## src/rtl/ipbus_pkg.sv

```systemverilog
`default_nettype none
// ============================================================================
// Module      : ipbus_pkg
// Description : Shared IPbus widths, slave FSM state encoding and bus records
//               used by IPbus slaves and their test masters.
// Revision    : 1.0  initial release
// ============================================================================
package ipbus_pkg;

  localparam int IPB_DATA_W = 32;
  localparam int IPB_ADDR_W = 32;

  // Slave transaction sequencer states
  typedef enum logic [1:0] {
    IDLE = 2'd0,
    WAIT = 2'd1,
    RESP = 2'd2
  } ipb_slv_state_t;

  // Master-to-slave request record
  typedef struct packed {
    logic [IPB_ADDR_W-1:0] addr;
    logic [IPB_DATA_W-1:0] wdata;
    logic                  strobe;
    logic                  write;
  } ipb_wbus_t;

  // Slave-to-master response record
  typedef struct packed {
    logic [IPB_DATA_W-1:0] rdata;
    logic                  ack;
    logic                  err;
  } ipb_rbus_t;

endpackage
`default_nettype wire

```

## src/rtl/ipbus_regfile_slave_if.sv

```systemverilog
`default_nettype none
// ============================================================================
// Module      : ipbus_regfile_slave_if
// Description : IPbus request/response signal bundle with master and slave
//               views.
// Revision    : 1.0  initial release
// ============================================================================
interface ipbus_regfile_slave_if;
  import ipbus_pkg::*;

  logic                  ipb_strobe;
  logic                  ipb_write;
  logic [IPB_ADDR_W-1:0] ipb_addr;
  logic [IPB_DATA_W-1:0] ipb_wdata;
  logic [IPB_DATA_W-1:0] ipb_rdata;
  logic                  ipb_ack;
  logic                  ipb_err;

  modport master (
    output ipb_strobe, ipb_write, ipb_addr, ipb_wdata,
    input  ipb_rdata, ipb_ack, ipb_err
  );

  modport slave (
    input  ipb_strobe, ipb_write, ipb_addr, ipb_wdata,
    output ipb_rdata, ipb_ack, ipb_err
  );

endinterface
`default_nettype wire

```

## src/rtl/ipbus_addr_decode.sv

```systemverilog
`default_nettype none
// ============================================================================
// Module      : ipbus_addr_decode
// Description : Combinational register-bank decode. Turns a word offset and
//               the write flag into one-hot control/status selects plus an
//               error flag (status write or unmapped offset).
// Revision    : 1.0  initial release
// ============================================================================
module ipbus_addr_decode #(
  parameter int N_CTRL     = 8,
  parameter int N_STAT     = 4,
  parameter int ADDR_WIDTH = 4
) (
  input  wire logic [ADDR_WIDTH-1:0] offset,
  input  wire logic                  write,
  output logic      [N_CTRL-1:0]     ctrl_sel,
  output logic      [N_STAT-1:0]     stat_sel,
  output logic                       is_err
);

  // Offset compare against every mapped register; status writes are refused
  always_comb begin
    ctrl_sel = '0;
    stat_sel = '0;
    for (int i = 0; i < N_CTRL; i++) begin
      if (offset == ADDR_WIDTH'(i)) ctrl_sel[i] = 1'b1;
    end
    for (int j = 0; j < N_STAT; j++) begin
      if (offset == ADDR_WIDTH'(N_CTRL + j)) stat_sel[j] = 1'b1;
    end
    is_err = ~((|ctrl_sel) | (|stat_sel)) | (write & (|stat_sel));
  end

endmodule
`default_nettype wire

```

## src/rtl/ipbus_regfile_slave.sv

```systemverilog
`default_nettype none
// ============================================================================
// Module      : ipbus_regfile_slave
// Description : IPbus responder with N_CTRL read/write control registers and
//               N_STAT read-only status registers. Captures a strobed request,
//               waits WAIT_CYCLES, then answers with a one-cycle ack or err.
// Revision    : 1.0  initial release
// ============================================================================
module ipbus_regfile_slave
  import ipbus_pkg::*;
#(
  parameter int N_CTRL      = 8,
  parameter int N_STAT      = 4,
  parameter int ADDR_WIDTH  = 4,
  parameter int WAIT_CYCLES = 1
) (
  input  wire logic                       ipb_clk,
  input  wire logic                       ipb_rst,
  ipbus_regfile_slave_if.slave            bus,
  output logic      [N_CTRL*IPB_DATA_W-1:0] ctrl_q,
  output logic      [N_CTRL-1:0]          ctrl_wr,
  input  wire logic [N_STAT*IPB_DATA_W-1:0] stat_d
);

  localparam logic [3:0] c_wait_init = 4'(WAIT_CYCLES);

  if ((N_CTRL + N_STAT) > (2 ** ADDR_WIDTH)) begin : g_map_check
    $error("ipbus_regfile_slave: N_CTRL+N_STAT exceeds 2**ADDR_WIDTH");
  end
  if ((WAIT_CYCLES < 0) || (WAIT_CYCLES > 15)) begin : g_wait_check
    $error("ipbus_regfile_slave: WAIT_CYCLES must be 0..15");
  end

  ipb_slv_state_t        r_state;
  ipb_slv_state_t        w_state_nxt;
  logic [3:0]            r_cnt;
  logic [ADDR_WIDTH-1:0] r_off;
  logic                  r_write;
  logic [IPB_DATA_W-1:0] r_wdata;
  logic [IPB_DATA_W-1:0] r_stat_word;
  logic [IPB_DATA_W-1:0] r_ctrl [N_CTRL];
  logic [IPB_DATA_W-1:0] r_rdata;
  logic                  r_ack;
  logic                  r_err;
  logic [N_CTRL-1:0]     r_ctrl_wr;

  logic [ADDR_WIDTH-1:0] w_sel_off;
  logic                  w_sel_write;
  logic [N_CTRL-1:0]     w_ctrl_sel;
  logic [N_STAT-1:0]     w_stat_sel;
  logic                  w_is_err;
  logic [IPB_DATA_W-1:0] w_ctrl_word;
  logic [IPB_DATA_W-1:0] w_stat_word;
  logic                  w_unused_addr;

  // Upper address bits are owned by the address-select fabric
  assign w_unused_addr = ^bus.ipb_addr[IPB_ADDR_W-1:ADDR_WIDTH];

  // In IDLE the live request is decoded so a zero-wait transaction can
  // capture status on the same edge it enters RESP; otherwise the latched one
  assign w_sel_off   = (r_state == IDLE) ? bus.ipb_addr[ADDR_WIDTH-1:0] : r_off;
  assign w_sel_write = (r_state == IDLE) ? bus.ipb_write : r_write;

  ipbus_addr_decode #(
    .N_CTRL     (N_CTRL),
    .N_STAT     (N_STAT),
    .ADDR_WIDTH (ADDR_WIDTH)
  ) u_decode (
    .offset   (w_sel_off),
    .write    (w_sel_write),
    .ctrl_sel (w_ctrl_sel),
    .stat_sel (w_stat_sel),
    .is_err   (w_is_err)
  );

  // One-hot read multiplexers for control and status words
  always_comb begin
    w_ctrl_word = '0;
    w_stat_word = '0;
    for (int i = 0; i < N_CTRL; i++) begin
      if (w_ctrl_sel[i]) w_ctrl_word = w_ctrl_word | r_ctrl[i];
    end
    for (int j = 0; j < N_STAT; j++) begin
      if (w_stat_sel[j]) w_stat_word = w_stat_word | stat_d[IPB_DATA_W*j +: IPB_DATA_W];
    end
  end

  // Next-state logic; RESP is entered when the final wait cycle is running
  always_comb begin
    w_state_nxt = r_state;
    case (r_state)
      IDLE: begin
        if (bus.ipb_strobe) w_state_nxt = (WAIT_CYCLES > 0) ? WAIT : RESP;
      end
      WAIT: begin
        if (!bus.ipb_strobe)     w_state_nxt = IDLE;
        else if (r_cnt <= 4'd1)  w_state_nxt = RESP;
      end
      RESP:    w_state_nxt = IDLE;
      default: w_state_nxt = IDLE;
    endcase
  end

  // State register, request capture, wait counter and status snapshot
  always_ff @(posedge ipb_clk) begin
    if (ipb_rst) begin
      r_state     <= IDLE;
      r_cnt       <= 4'd0;
      r_off       <= '0;
      r_write     <= 1'b0;
      r_wdata     <= '0;
      r_stat_word <= '0;
    end else begin
      r_state <= w_state_nxt;
      if (r_state == IDLE && bus.ipb_strobe) begin
        r_off   <= bus.ipb_addr[ADDR_WIDTH-1:0];
        r_write <= bus.ipb_write;
        r_wdata <= bus.ipb_wdata;
        r_cnt   <= c_wait_init;
      end else if (r_state == WAIT && bus.ipb_strobe && r_cnt != 4'd0) begin
        r_cnt <= r_cnt - 4'd1;
      end
      if (w_state_nxt == RESP && r_state != RESP) r_stat_word <= w_stat_word;
    end
  end

  // Response generation and control register update, visible with the ack
  always_ff @(posedge ipb_clk) begin
    if (ipb_rst) begin
      r_rdata   <= '0;
      r_ack     <= 1'b0;
      r_err     <= 1'b0;
      r_ctrl_wr <= '0;
      for (int i = 0; i < N_CTRL; i++) r_ctrl[i] <= '0;
    end else begin
      r_rdata   <= '0;
      r_ack     <= 1'b0;
      r_err     <= 1'b0;
      r_ctrl_wr <= '0;
      if (r_state == RESP) begin
        if (w_is_err) begin
          r_err <= 1'b1;
        end else begin
          r_ack <= 1'b1;
          if (r_write) begin
            r_ctrl_wr <= w_ctrl_sel;
            for (int i = 0; i < N_CTRL; i++) begin
              if (w_ctrl_sel[i]) r_ctrl[i] <= r_wdata;
            end
          end else begin
            r_rdata <= (|w_ctrl_sel) ? w_ctrl_word : r_stat_word;
          end
        end
      end
    end
  end

  for (genvar i = 0; i < N_CTRL; i++) begin : g_ctrl_pack
    assign ctrl_q[IPB_DATA_W*i +: IPB_DATA_W] = r_ctrl[i];
  end

  assign ctrl_wr       = r_ctrl_wr;
  assign bus.ipb_rdata = r_rdata;
  assign bus.ipb_ack   = r_ack;
  assign bus.ipb_err   = r_err;

endmodule
`default_nettype wire

```

## src/flat_wrapper.sv

```systemverilog
// flat-port wrapper written by rule: the top's interface ports become plain ports
module ipbus_regfile_slave_flat import ipbus_pkg::*;
#(
  parameter int N_CTRL      = 8,
  parameter int N_STAT      = 4,
  parameter int ADDR_WIDTH  = 4,
  parameter int WAIT_CYCLES = 1
)
  (ipb_clk, ipb_rst, ctrl_q, ctrl_wr, stat_d, bus_ipb_strobe, bus_ipb_write, bus_ipb_addr, bus_ipb_wdata, bus_ipb_rdata, bus_ipb_ack, bus_ipb_err);
  ipbus_regfile_slave_if bus_i ();
  input  wire logic ipb_clk;
  input  wire logic ipb_rst;
  output logic      [N_CTRL*IPB_DATA_W-1:0] ctrl_q;
  output logic      [N_CTRL-1:0] ctrl_wr;
  input  wire logic [N_STAT*IPB_DATA_W-1:0] stat_d;
  input wire logic [$bits(bus_i.ipb_strobe)-1:0] bus_ipb_strobe;
  input wire logic [$bits(bus_i.ipb_write)-1:0] bus_ipb_write;
  input wire logic [$bits(bus_i.ipb_addr)-1:0] bus_ipb_addr;
  input wire logic [$bits(bus_i.ipb_wdata)-1:0] bus_ipb_wdata;
  output wire logic [$bits(bus_i.ipb_rdata)-1:0] bus_ipb_rdata;
  output wire logic [$bits(bus_i.ipb_ack)-1:0] bus_ipb_ack;
  output wire logic [$bits(bus_i.ipb_err)-1:0] bus_ipb_err;
  assign bus_i.ipb_strobe = bus_ipb_strobe;
  assign bus_i.ipb_write = bus_ipb_write;
  assign bus_i.ipb_addr = bus_ipb_addr;
  assign bus_i.ipb_wdata = bus_ipb_wdata;
  assign bus_ipb_rdata = bus_i.ipb_rdata;
  assign bus_ipb_ack = bus_i.ipb_ack;
  assign bus_ipb_err = bus_i.ipb_err;
  ipbus_regfile_slave #(.N_CTRL(N_CTRL), .N_STAT(N_STAT), .ADDR_WIDTH(ADDR_WIDTH), .WAIT_CYCLES(WAIT_CYCLES)) u_core (.ipb_clk(ipb_clk), .ipb_rst(ipb_rst), .bus(bus_i), .ctrl_q(ctrl_q), .ctrl_wr(ctrl_wr), .stat_d(stat_d));
endmodule
```

## config.mk

```make
export PLATFORM = sky130hd
export DESIGN_NAME = ipbus_regfile_slave_flat
export DESIGN_NICKNAME = d
export VERILOG_FILES = /design/src/rtl/ipbus_pkg.sv /design/src/rtl/ipbus_regfile_slave_if.sv /design/src/rtl/ipbus_addr_decode.sv /design/src/rtl/ipbus_regfile_slave.sv /design/src/flat_wrapper.sv
export SDC_FILE = /design/constraint.sdc
export NUM_CORES = 1
export LEC_CHECK = 0
export CAP_MARGIN = 20
export CORE_AREA = 2 2 190 192
export DETAILED_ROUTE_END_ITERATION = 12
export DIE_AREA = 0 0 192 194
export PLACE_DENSITY_LB_ADDON = 0.15
export SYNTH_ARGS = -nofsm -noshare
export SYNTH_HDL_FRONTEND = slang
export SYNTH_SLANG_ARGS = --single-unit
```

## constraint.sdc

```tcl
create_clock -name ipb_clk -period 5.2 [get_ports ipb_clk]
set_input_delay 1.04 -clock ipb_clk [delete_from_list [all_inputs] [get_ports ipb_clk]]
set_output_delay 1.04 -clock ipb_clk [all_outputs]
set_load 0.1 [all_outputs]
```

== Yosys cells after proc, flatten, opt, wreduce, memory -nomap -nowiden ==
Memory sizes are Yosys's and may differ from the RTL's.
Cells that the tools add are included.
W data, S select, Z words.

* Flip-flop bits (word level): 117
* Bits in writable memories: 256
* Bits of input ports: 196
* Output and inout bits: 298
* Logic and storage cells: 160
* Memories: 1

* $add $sub $neg: 1
* $lt $le $gt $ge: 1
* Eq/ne operators: 15
* Mux-type cells: 93
* Bitwise logic cells: 24
* Reductions and logical operators: 14

{| class="wikitable"
|+ Memory list
! memory !! words !! bits a word !! rd ports !! clocked after memory_dff !! write ports !! RTL line !! RTL
|-
| u_core.r_ctrl || 8 || 32 || 8 || 0 || 8 || ipbus_regfile_slave.sv:41 || <nowiki>logic [IPB_DATA_W-1:0] r_ctrl [N_CTRL];</nowiki>
|}

{| class="wikitable"
|+ Operators with widths
! operator !! number
|-
| $mux W32 || 21
|-
| $or A32 B32 Y32 || 10
|-
| $mux W1 || 67
|-
| $eq A4 B3 Y1 const B || 4
|-
| $eq A4 B4 Y1 const B || 4
|-
| $reduce_or A4 Y1 || 3
|-
| $or A1 B1 Y1 || 10
|-
| $eq A4 B2 Y1 const B || 2
|-
| $reduce_or A8 Y1 || 1
|-
| $mux W2 || 3
|-
| $eq A2 B2 Y1 const B || 2
|-
| $eq A4 B1 Y1 const B || 1
|-
| $le A4 B1 Y1 const B || 1
|-
| $logic_and A1 B1 Y1 || 4
|-
| $logic_not A4 Y1 || 1
|-
| $mux W4 || 1
|-
| $pmux W2 S2 || 1
|-
| $reduce_bool A4 Y1 || 1
|-
| $reduce_or A2 Y1 || 2
|-
| $sub A4 B1 Y4 const B || 1
|-
| $not A1 Y1 || 3
|-
| $eq A2 B1 Y1 const B || 1
|-
| $logic_not A2 Y1 || 1
|-
| $ne A2 B2 Y1 const B || 1
|-
| other kinds (2) || 2
|}

== Depth between registers and ports, before layout ==
Gate-level depths: netlist (run 1).

* Depth after elaboration: 20
* Depth in mapped cells: 9
* Mapped depth without buffers: 6

== Hierarchy ==
From an unflattened synthesis (run 1), not the netlist that was laid out.

* Cell total of the unflattened synthesis: 1255
* Area, all modules: 15757.6 µm²

{| class="wikitable"
|+ By module, submodules not included
! module !! instances !! cells each !! area an instance (µm²) !! sequential area each (µm²)
|-
| ipbus_regfile_slave || 1 || 1238 || 15506.1 || 10029.6
|-
| ipbus_addr_decode || 1 || 17 || 251.5 || 0.0
|}

== Least setup slack after synthesis (run 1) ==
OpenSTA, ideal clock, no wires.

* Path type: in2reg
* From: input bus_ipb_addr[0]
* To: memory u_core.r_ctrl[7][4], in the netlist u_core.r_ctrl[1][100], enable pin
* Library setup time: 0.466 ns
* Arrival: 3.797 ns
* Data required time: 4.734 ns
* Slack: 0.937 ns
* Stages: 3
* Path through: nor4bb_1 > a31oi_2 > o21ai_0

{| class="wikitable"
|+ RTL lines
! what !! RTL line !! RTL
|-
| from (decl) || flat_wrapper.sv:18 || <nowiki>input wire logic [$bits(bus_i.ipb_addr)-1:0] bus_ipb_addr;</nowiki>
|-
| to (decl) || ipbus_regfile_slave.sv:41 ||
|}

==> impl_metrics.yaml, run 1 <==
outcome:
  status: "complete, no violations"
min_path:
  min_path_type: "flip-flop to flip-flop"
grt:
  antenna_found_initial: 3
  grt_start_max_net_pins: 69
  grt.overflow.total: 0
  grt_pass1_wl_mm: 88.1
  grt_usage_pct: 32.6
  grt_pass1_vias: 13200
clock_tree:
  root_buffer: "clkbuf_16"
  clk_latency_ps: 530
  ctsHoldBuffers: 0
  post_cts_buffers: 0
  cts_tree: "yes"
  cts_resized: 0
  cts.sinks: 373
  path_clk_slew_ps: 60
  clk_path_buf_depth: 3
  cts_max_level: 2
  cts_buffers: 40
worst_setup_path:
  startpoint_type: "primary input"
  worstSetupPathType: "primary input to flip-flop"
  end_kind: "flip-flop"
  cp_max_fo: 24
  cp_cell_sequence: "clkdlybuf4s50_1 > or4_4 > o31ai_4 > buf_4 > nand2_2 > nand2_2 > buf_4"
  crit_family: "buffers and inverters"
  required_ps: 5400
  cp_slowest_cell: "or4_4"
  path_buf_inv: 3
  critPathArrivalTime_ps: 3810
  max_stage_delay_ps: 590
yosys:
  yosysWarnings: 0
  synth_nets: 1497
  netlist_area_um2: 15400
  ys.flop_type: "edfxtp_1"
  synthArstFlopShare_pct: 0
  synth_enable_flop_cells: 256
  syn_area_per_cell_um2: 11.9
  yosysSeqAreaShare_pct: 65.0
  synth_cells: 1298
  synth.distinct_cells: 50
  ys_ff_latch: 373
drt:
  vias_per_cell: 6.04
  ant_nets: 0
  wl_mm: 62.5
  route.detailed.drc: 0
  drt_first_pass_iters: 8
  wl_per_cell_um: 28.2
  vias: 13400
  drtIter0Drc: 1647
placed_design:
  gp_congestion: 0.838
  placed_cell_area_um2: 20500
  dpl.hpwl_mm: 40.2
  io_buffers: 465
timing:
  tightest_slew_ps: 1130
  fin_crit_ps: 3610
  rsz0062_at_grt: "false"
  tns_ps: 0
  finClkSkew_ps: 26.0
  finalSetupViolations: 0
  report.final.slew_viol_count: 0
  slew_headroom_pct: 24.6
  finalCritPeriodShare_pct: 69.4
  fin_hold_ws_ps: 456
  finalHoldViolCount: 0
  fmax_mhz: 277
die:
  die-area_um2: 37200
  io_pins: 494
  die_h_um: 194
  core_area_um2: 35200
  rows: 69
  die_x_um: 192
  initial_core_util_pct: 43.8
power_and_ir_drop:
  power_density_nw_per_um2: 357
  ir_drop_uv: 239
  leakage_nw: 7.79
layout:
  drive_gt1_share_pct: 7.75
  postLayoutCellArea_um2: 21900
  areaGrowthSynthToFinish_pct: 41.9
  nNetsFinal: 1921
flow_run:
  cap_viol_max_count: 0
-- sequential cells by signal, summed over array words and instances, names as in the netlist, 2 cells and up --
register	cells
u_core.r_cnt	4
u_core.r_off	4
u_core.r_ctrl	256
u_core.bus.ipb_rdata	32
u_core.ctrl_wr	8
u_core.r_wdata	32
u_core.r_stat_word	32
u_core.r_state	2
-- cell type report --
type	count	area [um^2]
Clock inverter	21	204
Inverter	37	139
Clock buffer	53	1170
Sequential cell	373	10000
Tap cell	461	577
Antenna cell	1	2.50
Multi-Input combinational cell	773	4800
Timing Repair Buffer	497	4980
Fill cell	2879	13300
-- metal layers --
| metal | up-vias | part of all wire (%) | global-route usage (%) |
|---|---|---|---|
| met2 | 893 | 47 | 54.0 |
| met1 | 6564 | 38 | 41.2 |
| li1 | 5782 | - | - |
| met3 | 151 | 11 | 7.86 |
| met4 | 4 | 3.9 | 12.3 |
| met5 | - | 0.040 | 0 |
-- synthesized netlist by cell type, types with 2 or more instances --
master	count	area share (%)
nand2b_1	5	0.20
o21ai_2	2	0.11
nor3_1	6	0.19
a22o_1	128	7.3
ha_1	3	0.24
nand2_1	125	3.0
buf_6	12	0.88
nand3b_1	2	0.097
buf_2	29	0.94
nand3_1	2	0.065
clkbuf_1	69	1.7
a221oi_1	32	1.8
xor2_1	2	0.11
dfxtp_1	117	15
buf_4	4	0.19
o31ai_4	2	0.28
nor4bb_1	2	0.13
or4b_4	2	0.18
a211oi_1	65	3.2
a21oi_1	70	2.3
edfxtp_1	256	50
inv_1	37	0.90
nor2_1	236	5.7
a222oi_1	64	4.1
-- through the flow --
step | setup WS [ps] | total power [W] | std cells | utilization [%]
final | 1590 | 0.00783 | 2216 | 62.2
after global routing | 1520 | 0.00802 | 2216 | 62.2
after CTS | 1540 | 0.00783 | 2212 | 62.0
after detailed placement | 976 | 0.00491 | 2138 | 58.1
after global placement | 994 | 0.00490 | 2137 | 58.1
after floorplan | 937 | 0.00439 | 1298 | -
-- cells by family after synthesis --
kind of cell               after synthesis  synth area share, %
AOI/OAI and AO/OA                      371                 19.5
xor gates and xnor gates                 3                0.170
adders and majority gates                3                0.243
buffers and inverters                  152                 4.61
DFF                                    373                 65.0
muxes                                    2                0.162
and+or+nand+nor                        394                 10.3
-- worst min-delay path, cell delays in order, from the launching register on --
cell     delay, ps
dfxtp_1        310
nand2_1         50
a21oi_1         50
-- cell usage in the layout (no fill, tap or decap), types with 26 or more instances in the layout --
cell type and count:
clkdlybuf4s50_1 464, edfxtp_1 256, nor2_1 234, a22o_1 128, dfxtp_1 117, nand2_1 111
a21oi_1 70, a211oi_1 65, a222oi_1 64, clkbuf_16 44, inv_1 36, a221oi_1 32
buf_4 26
-- power breakdown --
part,switching [W],internal [W]
registers,0.0000824,0.00328
logic,0.00109,0.000413
clock network,0.00121,0.00175
total,0.00238,0.00545
-- path summary, 6_finish.rpt --
| check | cells past startpoint | endpoint | slack (ps) | start |
|---|---|---|---|---|
| setup / recovery | 7 | u_core.r_ctrl[0][25] | 1590 | bus_ipb_addr[0] |
| hold / removal | 2 | u_core.r_wdata[7] | 460 | u_core.r_wdata[7] |
| setup reg to reg | 6 | u_core.bus.ipb_rdata[30] | 1610 | u_core.r_state[0] |
| hold reg to reg | 2 | u_core.r_wdata[7] | 460 | u_core.r_wdata[7] |
No activity file was read; power rests on OpenSTA's default activity.
==> inputs of run 2 (changes only) <==
--- a/config.mk
+++ b/config.mk
@@ -6,9 +6,9 @@
 export NUM_CORES = 1
 export LEC_CHECK = 0
 export CAP_MARGIN = 20
-export CORE_AREA = 2 2 190 192
+export CORE_MARGIN = 2
+export CORE_UTILIZATION = 42
 export DETAILED_ROUTE_END_ITERATION = 12
-export DIE_AREA = 0 0 192 194
 export PLACE_DENSITY_LB_ADDON = 0.15
 export SYNTH_ARGS = -nofsm -noshare
 export SYNTH_HDL_FRONTEND = slang
==> constraint.sdc (replaced) <==
create_clock -name ipb_clk -period 2.99 [get_ports ipb_clk]
set_input_delay 0.598 -clock ipb_clk [delete_from_list [all_inputs] [get_ports ipb_clk]]
set_output_delay 0.598 -clock ipb_clk [all_outputs]
set_load 0.1 [all_outputs]
==> impl_metrics.yaml, run 2 (synthesis results as in run 1) <==
drt:
  wl_mm: 61.1
  drt_first_pass_iters: 8
  wl_per_cell_um: 27.0
  vias_per_cell: 5.88
  route.detailed.drc: 0
  drtIter0Drc: 1406
  ant_nets: 0
  vias: 13300
timing:
  fmax_mhz: 366
  tightest_slew_ps: 1060
  report.final.slew_viol_count: 0
  fin_hold_ws_ps: 438
  finalHoldViolCount: 0
  slew_headroom_pct: 29.1
  rsz0062_at_grt: "false"
  tns_ps: 0
  finalCritPeriodShare_pct: 91.3
  finalSetupViolations: 0
  finClkSkew_ps: 26.7
  fin_crit_ps: 2730
worst_setup_path:
  critPathArrivalTime_ps: 3100
  startpoint_type: "flip-flop"
  cp_max_fo: 22
  worstReg2RegEnd: "u_core.bus.ipb_rdata[17]"
  crit_family: "compound AO/OA/AOI/OAI gates"
  cp_slowest_cell: "o31ai_4"
  reg2reg_slack_ps: 260
  path_buf_inv: 2
  r2r-start: "u_core.r_state[1]"
  r2r.worst_path.cells: 7
  max_stage_delay_ps: 690
  worstSetupPathType: "flip-flop to flip-flop"
  end_kind: "flip-flop"
  required_ps: 3360
  cp_cell_sequence: "nor2_2 > buf_4 > o31ai_4 > buf_12 > a22o_1 > a222oi_1 > a211oi_1"
placed_design:
  dpl.hpwl_mm: 41.6
  placed_cell_area_um2: 20300
  gp_congestion: 0.845
  io_buffers: 465
grt:
  grt.overflow.total: 0
  grt_usage_pct: 30.9
  grt_pass1_wl_mm: 86.4
  grt_start_max_net_pins: 65
  antenna_found_initial: 5
  grt_pass1_vias: 13000
layout:
  fin_util_pct: 59.4
  largest_register_ffs: 256
  postLayoutCellArea_um2: 21700
  nNetsFinal: 1958
  regMostFlops: "u_core.r_ctrl"
  layout_common_cells: "341 x buf_4, 256 x edfxtp_1, 234 x nor2_1"
  final_common_cell: "buf_4"
  areaGrowthSynthToFinish_pct: 40.2
  drive_gt1_share_pct: 25.8
power_and_ir_drop:
  leakage_nw: 8.43
  power_w: 0.0135
  ir_drop_uv: 437
  power_density_nw_per_um2: 623
die:
  initial_core_util_pct: 42.4
  io_pins: 494
  die-area_um2: 38300
  rows: 70
  die_x_um: 196
  die_h_um: 196
  core_area_um2: 36400
clock_tree:
  cts_buffers: 41
  root_buffer: "clkbuf_16"
  ctsHoldBuffers: 0
  cts_tree: "yes"
  clk_path_buf_depth: 3
  cts_resized: 0
  path_clk_slew_ps: 60
  post_cts_buffers: 0
  cts_max_level: 2
  clk_latency_ps: 540
  cts.sinks: 373
min_path:
  hold_depth: 2
  holdPathEnd: "u_core.r_stat_word[24]"
  min_path_type: "primary input to flip-flop"
  min-delay-start: "ipb_rst"
flow_run:
  cap_viol_max_count: 0
outcome:
  status: "complete, no violations"
-- run 2: cell type report --
class | instances | area (um^2)
clock buffer | 67 | 1250
fill | 3093 | 14800
tap | 468 | 586
timing repair buffer | 533 | 4740
multi-input combinational | 773 | 4800
sequential | 373 | 10000
clock inverter | 9 | 97.6
antenna | 4 | 10.0
inverter | 37 | 139
-- run 2: worst max path at each step --
stage / from / endpoint / slack (ps) / cells past startpoint
after detailed placement: bus_ipb_addr[3] / u_core.bus.ipb_rdata[17] / -50 / 7
after CTS: u_core.r_state[1] / u_core.bus.ipb_rdata[17] / 300 / 7
final: u_core.r_state[1] / u_core.bus.ipb_rdata[17] / 260 / 7
after global placement: bus_ipb_addr[3] / u_core.bus.ipb_rdata[17] / -40 / 7
after floorplan: bus_ipb_addr[0] / u_core.r_ctrl[1][100] / 40 / 3
after global routing: u_core.r_state[1] / u_core.bus.ipb_rdata[17] / 160 / 7
-- run 2: per-stage QoR --
stage          setup slack, ps  instances
2_1_floorplan             38.4       1298
3_3_place_gp             -40.6       2184
3_5_place_dp             -46.9       2184
4_1_cts                    297       2260
5_1_grt                    162       2264
6_report                   261       2264
-- run 2: per-layer routing --
metal | global-route usage, % | share of wire [%] | wire, um
met5 | 0 | 0 | 0
met4 | 11.4 | 3.4 | 2070
met3 | 7.96 | 11 | 7020
met2 | 52.0 | 48 | 29400
met1 | 38.7 | 37 | 22700
-- run 2: where the power goes --
part	switching (W)	internal, W
registers	0.000145	0.00571
logic	0.00189	0.000752
clock network	0.00205	0.00295
